**src/rtl/mem_read_arbiter.sv**
```systemverilog
// Arbitrates one in-order memory read port between instruction fetch and loads,
// tagging each accepted read so responses return to their requester.
module mem_read_arbiter #(
    parameter int unsigned DEPTH        = 4,
    parameter int unsigned STARVE_LIMIT = 8
) (
    input  logic        clk,
    input  logic        rst,
    input  logic [31:0] if_addr,
    input  logic        if_avalid,
    output logic        if_aready,
    input  logic        if_flush,
    output logic        if_valid,
    output logic [31:0] if_data,
    input  logic [31:0] ld_addr,
    input  logic        ld_avalid,
    output logic        ld_aready,
    output logic        ld_valid,
    output logic [31:0] ld_data,
    output logic [31:0] mem_addr,
    output logic        mem_avalid,
    input  logic        mem_aready,
    input  logic        mem_valid,
    input  logic [31:0] mem_data,
    output logic        busy,
    output logic        err
);

    localparam int unsigned PTR_W = (DEPTH > 1) ? $clog2(DEPTH) : 1;
    localparam int unsigned CNT_W = $clog2(DEPTH + 1);
    localparam int unsigned ST_W  = $clog2(STARVE_LIMIT + 1);

    typedef enum logic [1:0] {
        GNT_NONE,
        GNT_FETCH,
        GNT_LOAD
    } gnt_e;

    gnt_e             gnt;
    logic             accept;
    logic             pop;
    logic             head_is_load;
    logic             head_drop;

    // Owner bit per slot: 1 = load, 0 = fetch.
    logic [DEPTH-1:0] owner_q, owner_d;
    logic [DEPTH-1:0] drop_q,  drop_d;
    logic [PTR_W-1:0] wr_ptr_q, wr_ptr_d;
    logic [PTR_W-1:0] rd_ptr_q, rd_ptr_d;
    logic [CNT_W-1:0] count_q, count_d;
    logic [ST_W-1:0]  starve_q, starve_d;
    logic             err_q, err_d;

    // Request side: grant, memory handshake and per-port ready.
    always_comb begin
        gnt        = GNT_NONE;
        mem_avalid = 1'b0;
        mem_addr   = 32'h0;
        if (starve_q == ST_W'(STARVE_LIMIT) && if_avalid) begin
            gnt = GNT_FETCH;
        end else if (ld_avalid) begin
            gnt = GNT_LOAD;
        end else if (if_avalid) begin
            gnt = GNT_FETCH;
        end
        if (gnt == GNT_FETCH) begin
            mem_addr   = if_addr;
            mem_avalid = (count_q < CNT_W'(DEPTH));
        end else if (gnt == GNT_LOAD) begin
            mem_addr   = ld_addr;
            mem_avalid = (count_q < CNT_W'(DEPTH));
        end
        accept    = mem_avalid && mem_aready;
        if_aready = accept && (gnt == GNT_FETCH);
        ld_aready = accept && (gnt == GNT_LOAD);
    end

    // Response side: route the head tag; a flush also squashes a fetch head popping now.
    always_comb begin
        pop          = mem_valid && (count_q != '0);
        head_is_load = owner_q[rd_ptr_q];
        head_drop    = drop_q[rd_ptr_q];
        if_valid     = pop && !head_is_load && !head_drop && !if_flush;
        ld_valid     = pop && head_is_load && !head_drop;
        if_data      = mem_data;
        ld_data      = mem_data;
        busy         = (count_q != '0);
        err          = err_q;
    end

    always_comb begin
        owner_d  = owner_q;
        drop_d   = drop_q;
        wr_ptr_d = wr_ptr_q;
        rd_ptr_d = rd_ptr_q;
        count_d  = count_q;
        starve_d = starve_q;
        err_d    = err_q;

        // Flush marks fetch slots before the push so a same-cycle fetch survives.
        if (if_flush) begin
            drop_d = drop_q | ~owner_q;
        end
        if (accept) begin
            owner_d[wr_ptr_q] = (gnt == GNT_LOAD);
            drop_d[wr_ptr_q]  = 1'b0;
            wr_ptr_d          = wr_ptr_q + PTR_W'(1);
        end
        if (pop) begin
            rd_ptr_d = rd_ptr_q + PTR_W'(1);
        end
        if (accept && !pop) begin
            count_d = count_q + CNT_W'(1);
        end else if (!accept && pop) begin
            count_d = count_q - CNT_W'(1);
        end

        if (mem_valid && (count_q == '0)) begin
            err_d = 1'b1;
        end

        if (if_flush || !if_avalid || if_aready) begin
            starve_d = '0;
        end else if (starve_q != ST_W'(STARVE_LIMIT)) begin
            starve_d = starve_q + ST_W'(1);
        end
    end

    always_ff @(posedge clk or posedge rst) begin
        if (rst) begin
            owner_q  <= '0;
            drop_q   <= '0;
            wr_ptr_q <= '0;
            rd_ptr_q <= '0;
            count_q  <= '0;
            starve_q <= '0;
            err_q    <= 1'b0;
        end else begin
            owner_q  <= owner_d;
            drop_q   <= drop_d;
            wr_ptr_q <= wr_ptr_d;
            rd_ptr_q <= rd_ptr_d;
            count_q  <= count_d;
            starve_q <= starve_d;
            err_q    <= err_d;
        end
    end

endmodule

```
**config.mk**
```make
export PLATFORM = sky130hd
export DESIGN_NAME = mem_read_arbiter
export DESIGN_NICKNAME = d
export VERILOG_FILES = /design/src/rtl/mem_read_arbiter.sv
export SDC_FILE = /design/constraint.sdc
export NUM_CORES = 1
export LEC_CHECK = 0
export CAP_MARGIN = 10
export CORE_MARGIN = 3
export CORE_UTILIZATION = 32
export DETAILED_ROUTE_END_ITERATION = 8
export GPL_TIMING_DRIVEN = 0
export HOLD_SLACK_MARGIN = 0.05
export PLACE_DENSITY = 0.88
export SYNTH_ARGS = -nofsm -noshare
export SYNTH_HDL_FRONTEND = slang
export SYNTH_SLANG_ARGS = --single-unit
export TNS_END_PERCENT = 10
```
**constraint.sdc**
```tcl
create_clock -name clk -period 5.2 [get_ports clk]
set_clock_uncertainty 0.05 [all_clocks]
set_input_delay 1.04 -clock clk [delete_from_list [all_inputs] [get_ports clk]]
set_output_delay 1.04 -clock clk [all_outputs]
set_load 0.005 [all_outputs]
```
* Word level (Yosys, flattened, before mapping)
Cells that the tools add are included.
Cells by class: reductions and logical operators 26, muxes and demuxes 20, magnitude comparators 4, bitwise logic cells 4, $add $sub $neg 5, eq/ne operators 4
Operators by type and width (number):
- $mux W32 | 2
- $mux W4 | 4
- $logic_and A1 B1 Y1 | 14
- $not A4 Y4 | 2
- $logic_not A1 Y1 | 6
- $lt A2 B3 Y1 const B | 2
- $mux W1 | 6
- $mux W3 | 2
- $add A2 B1 Y2 const B | 2
- $add A4 B1 Y4 const B | 1
- $and A4 B4 Y4 | 1
- $bmux W1 S2 | 2
- $bwmux W4 | 1
- $eq A4 B4 Y1 const B | 1
- $mux W2 | 2
- $ne A4 B4 Y1 const B | 1
- $or A4 B4 Y4 | 1
- $reduce_bool A2 Y1 | 2
- $add A3 B1 Y3 const B | 1
- $logic_not A3 Y1 | 1
- $lt A3 B3 Y1 const B | 1
- $reduce_bool A3 Y1 | 1
- $sub A3 B1 Y3 const B | 1
- $demux W1 S2 | 1
- other kinds (4) | 5
Word-level totals: output and inout port bits 103, input bits 103, logic and storage cells 70, flip-flop bits (word level) 20

* Depth between registers and ports, before layout
word-level depth 11, depth in mapped cells 10, gate-level depth less buffers 8

* Least setup slack after synthesis
Ideal clock, no wire load.
path kind input to output, start point input port if_avalid, end point output port if_aready, stages 5, data required time 4.110 ns, setup slack 2.301 ns, path buffers 2, data arrival time 1.809 ns, cells stage by stage o21ba_4 > and2_4 > buf_6 > buf_6 > and2_1
Between the ends: word-level cells in the longest chain between the ends 8, elaborated cells on any way between the ends 10, those cells by class eq/ne: 2; mux: 5; reduce/logical: 3
RTL lines:
- from (decl) | RTL line 10 | input logic if_avalid,
- $mux W1 | RTL line 63 | end else if (if_avalid) begin
- $mux W2 | RTL line 61 | end else if (ld_avalid) begin
- $mux W2 (*) | RTL line 59 | if (starve_q == ST_W'(STARVE_LIMIT) && if_avalid) begin
- $eq A2 B2 Y1 | RTL line 69 | end else if (gnt == GNT_LOAD) begin
- $mux W1 | RTL line 69
- $mux W1 (*) | RTL line 66 | if (gnt == GNT_FETCH) begin
- $logic_and A1 B1 Y1 (*) | RTL line 73 | accept = mem_avalid && mem_aready;
- net accept | RTL line 40 | logic accept;
- $logic_and A1 B1 Y1 (*) | RTL line 74 | if_aready = accept && (gnt == GNT_FETCH);
- to (decl) | RTL line 11 | output logic if_aready,
The timed path passes the listed nets; every way through them passes the cells marked *.

* Final worst setup path
start point input port if_avalid, end point output port mem_addr[7]
Between the ends: word-level cells in the longest chain between the ends 6, elaborated cells on any way between the ends 8, those cells by class eq/ne: 2; mux: 5; reduce/logical: 1
RTL lines:
- $mux W1 | RTL line 63
- $mux W2 | RTL line 61
- $mux W2 (*) | RTL line 59
- $eq A2 B2 Y1 | RTL line 69
- $mux W32 | RTL line 69
- $mux W32 (*) | RTL line 66
- to (decl) | RTL line 20 | output logic [31:0] mem_addr,
Mark *: on every way between the ends. The rest lies on a longest branch, timed or not.

==> results.md <==
- Status: completed
- # H-tree levels: 1
- CP dominant cell by count: clkdlybuf4s50_1
- Main flop type after synthesis: dfrtp_1
- Vias: slightly above 2000
- Die W: 84.8 um
- Synth area leaders: dfrtp_1 25%, buf_4 25%, a22o_1 12%, ha_1 4.4%, buf_6 4.0%
- Min Clock Period, post-route: 4.17 ns
- CP arrival: about 3.1 ns
- Max Clock Freq: 0.240 GHz
- Pwr Density: approximately 240 nW/um^2
- Top Layer Used: met4
- CTS Buffer Depth: 2
- CP cell instances: clkdlybuf4s50_1 > a21boi_4 > buf_4 > a22o_1 > clkdlybuf4s50_1
- Top-count cell post-synth: buf_4
- Cts bufs inserted: 3
- Finish-stage setup viols: 0
- Hold_ws: between 0.4 and 0.5 ns
- Worst Setup Path Type: in2out
- Vias in the first global route: approximately 2200
- Die height: 84.8 um
- Yosys top cell area share: 25.2%
- Post-DP HPWL: between 6 and 7 mm
- Worst EP required: 4.11 ns
- Multi-input logic area: around 900 um^2
- Clk sinks: 20
- Crit. End Element: output port
- Max-cap violations: 0
- Final cell count without fillers: between 400 and 500
- Post_cts resized: 0
- Grt total ovfl: 0
- Seq. cell area: approximately 500 um^2
- GRT Total Usage: between 20% and 30%
- Postcts setup bufs: 0
- DRC viols: 0
- DR iter-0 viols: 69
- Post-Route M1 WL: approximately 3.4 mm
- Post-synth net total: just over 300
- Worst slew pin tran: roughly 0.74 ns
- CTS tree: done
- Synthesized area: a little under 2000 um^2
- Syn Inst Count: 194
- Syn_area_per_cell: between 10 and 15 um^2
- Core ar.: 5960 um^2
- Layout cells sized above 1: 25.3%
- Slowest CP cell: clkdlybuf4s50_1
- Routed len/inst: between 15 and 20 um
- Setup TNS: 0 ns
- Fillers: 480
- Worst setup SP type: primary input
- Crit Path Max Fanout: 10
- Synth top cells by count: 65 x buf_4, 28 x a22o_1, 20 x dfrtp_1
- First-pass GRT wire length: between 10 and 15 mm
- Met2 Routed Length: 4.03 mm
- Max VDD drop: approximately 0.00035 V
- Router iterations before antenna repair: 4
- Initial antenna violation count: 0
- Placed cell count: 442
- Synthesis-to-layout area growth: 95.5%
- #FFs+latches synth: 20
- Leakage: 1.67 nW
- Post-route ant nets: 0
- GP Congestion: 0.857
- Pin count of the biggest net entering global routing: 21
- Total Nets Final: roughly 480
- Synth area leader: dfrtp_1
- Tot Pwr: 0.917 mW
- Crit path buf inv count: 3
- Rel. slew slack: between 50% and 60%
- Clock Tree Root: clkbuf_8
- Worst path top cell family by delay: buffers and inverters
- Seq/Total Area, Yosys: approximately 25%
- Clk_lat worst skew: between 0.2 and 0.3 ns
- Reg clk slew, reported paths: about 0.080 ns
- HP Class: reg2reg
- Number of port buffers: 173
- Total Routed Length: 8.00 mm
- Async set-reset flop share out of synthesis: between 90% and 100%
- Max incr delay on CP: a little over 0.6 ns
- Die area: slightly above 7000 um^2
- Post-CTS Hold Buffers: 0
- Vias/cell: between 4 and 5
- Cell variety after synth: 33
- Starting Density: between 30% and 40%
- Met3 wire len: 507 um
- Hold Vio Cnt, Final: 0
- Cell Rows: 28
- Setup slack after placement: 1.02 ns
- I/O pins: just over 200
- Diodes inserted: 0
- Unrepaired setup endpoints after global routing: no
- Final period util: approximately 80%
- Yosys warns: 0
- Post-synth EDFFs: 0
- PnR worst setup slack: 1.03 ns
- Max Slew Vio Count: 0
## report_power, final
group | internal [mW] | switching (mW) | total, mW
sequential | 0.217 | 0.0515 | 0.268
combinational | 0.316 | 0.179 | 0.495
clock | 0.103 | 0.0506 | 0.153
total | 0.635 | 0.281 | 0.917
## cell usage in the layout (no fill, tap or decap), types with 2 or more instances in the layout
cell / Yosys / routed
a211oi_2: 3 / 3
a21boi_4: 2 / 2
a21oi_1: 8 / 8
a22o_1: 28 / 28
a22o_2: 4 / 4
a31o_1: 4 / 4
a31oi_1: 4 / 4
and2_1: 2 / 2
buf_4: 65 / 65
buf_6: 7 / 7
clkbuf_8: 0 / 3
clkdlybuf4s50_1: 0 / 173
dfrtp_1: 20 / 20
ha_1: 7 / 7
inv_1: 11 / 11
mux4_2: 2 / 2
nand3_1: 2 / 2
xnor2_1: 6 / 6
xor2_1: 3 / 3
## state kept, by name, indices dropped and copies added, names as in the netlist
signal / flops
count_q: 3
drop_q: 4
err: 1
owner_q: 4
rd_ptr_q: 2
starve_q: 4
wr_ptr_q: 2
## per-stage QoR
step           utilization [%]  area (um^2)
2_1_floorplan                -         1990
6_report                  65.2         3880
5_1_grt                   65.2         3880
4_1_cts                   65.2         3880
3_5_place_dp              64.0         3810
3_3_place_gp              64.0         3810
## cell type report
type                            count  area share (%)
Timing Repair Buffer              173            44.6
Multi-Input combinational cell     91            22.6
Buffer                             72            14.6
Sequential cell                    20            12.9
Tap cell                           75            2.42
Clock buffer                        3            1.06
Inverter                           11            1.06
Clock inverter                      1           0.773
## cell families after synthesis
group / after synthesis / synth area share [%]
XOR/XNOR: 9 / 3.97
adder cells (fa/ha/maj): 8 / 5.42
buffers and inverters: 83 / 30.6
AO/OA/AOI/OAI: 56 / 25.8
flip-flops: 20 / 25.2
AND/OR/NAND/NOR: 13 / 4.92
multiplexers: 5 / 4.10
## metal layers
layer / vias to the layer above / GRT usage, %
li1: 978 / -
met1: 968 / 27.2
met2: 96 / 37.4
met3: 8 / 4.42
met4: 0 / 2.59
met5: - / 0
## worst paths after layout
| check | startpoint | end | slack (ns) | cells past startpoint |
|---|---|---|---|---|
| max in group asynchronous | rst | owner_q[3] | 3.48 | 2 |
| hold / removal | err | err | 0.43 | 1 |
| min in group asynchronous | rst | starve_q[1] | 1.15 | 2 |
| setup reg to reg | count_q[2] | count_q[2] | 2.89 | 10 |
| hold reg to reg | err | err | 0.43 | 1 |
| setup / recovery | if_avalid | mem_addr[7] | 1.03 | 5 |
Note: power is estimated with default switching activity, not from simulation.
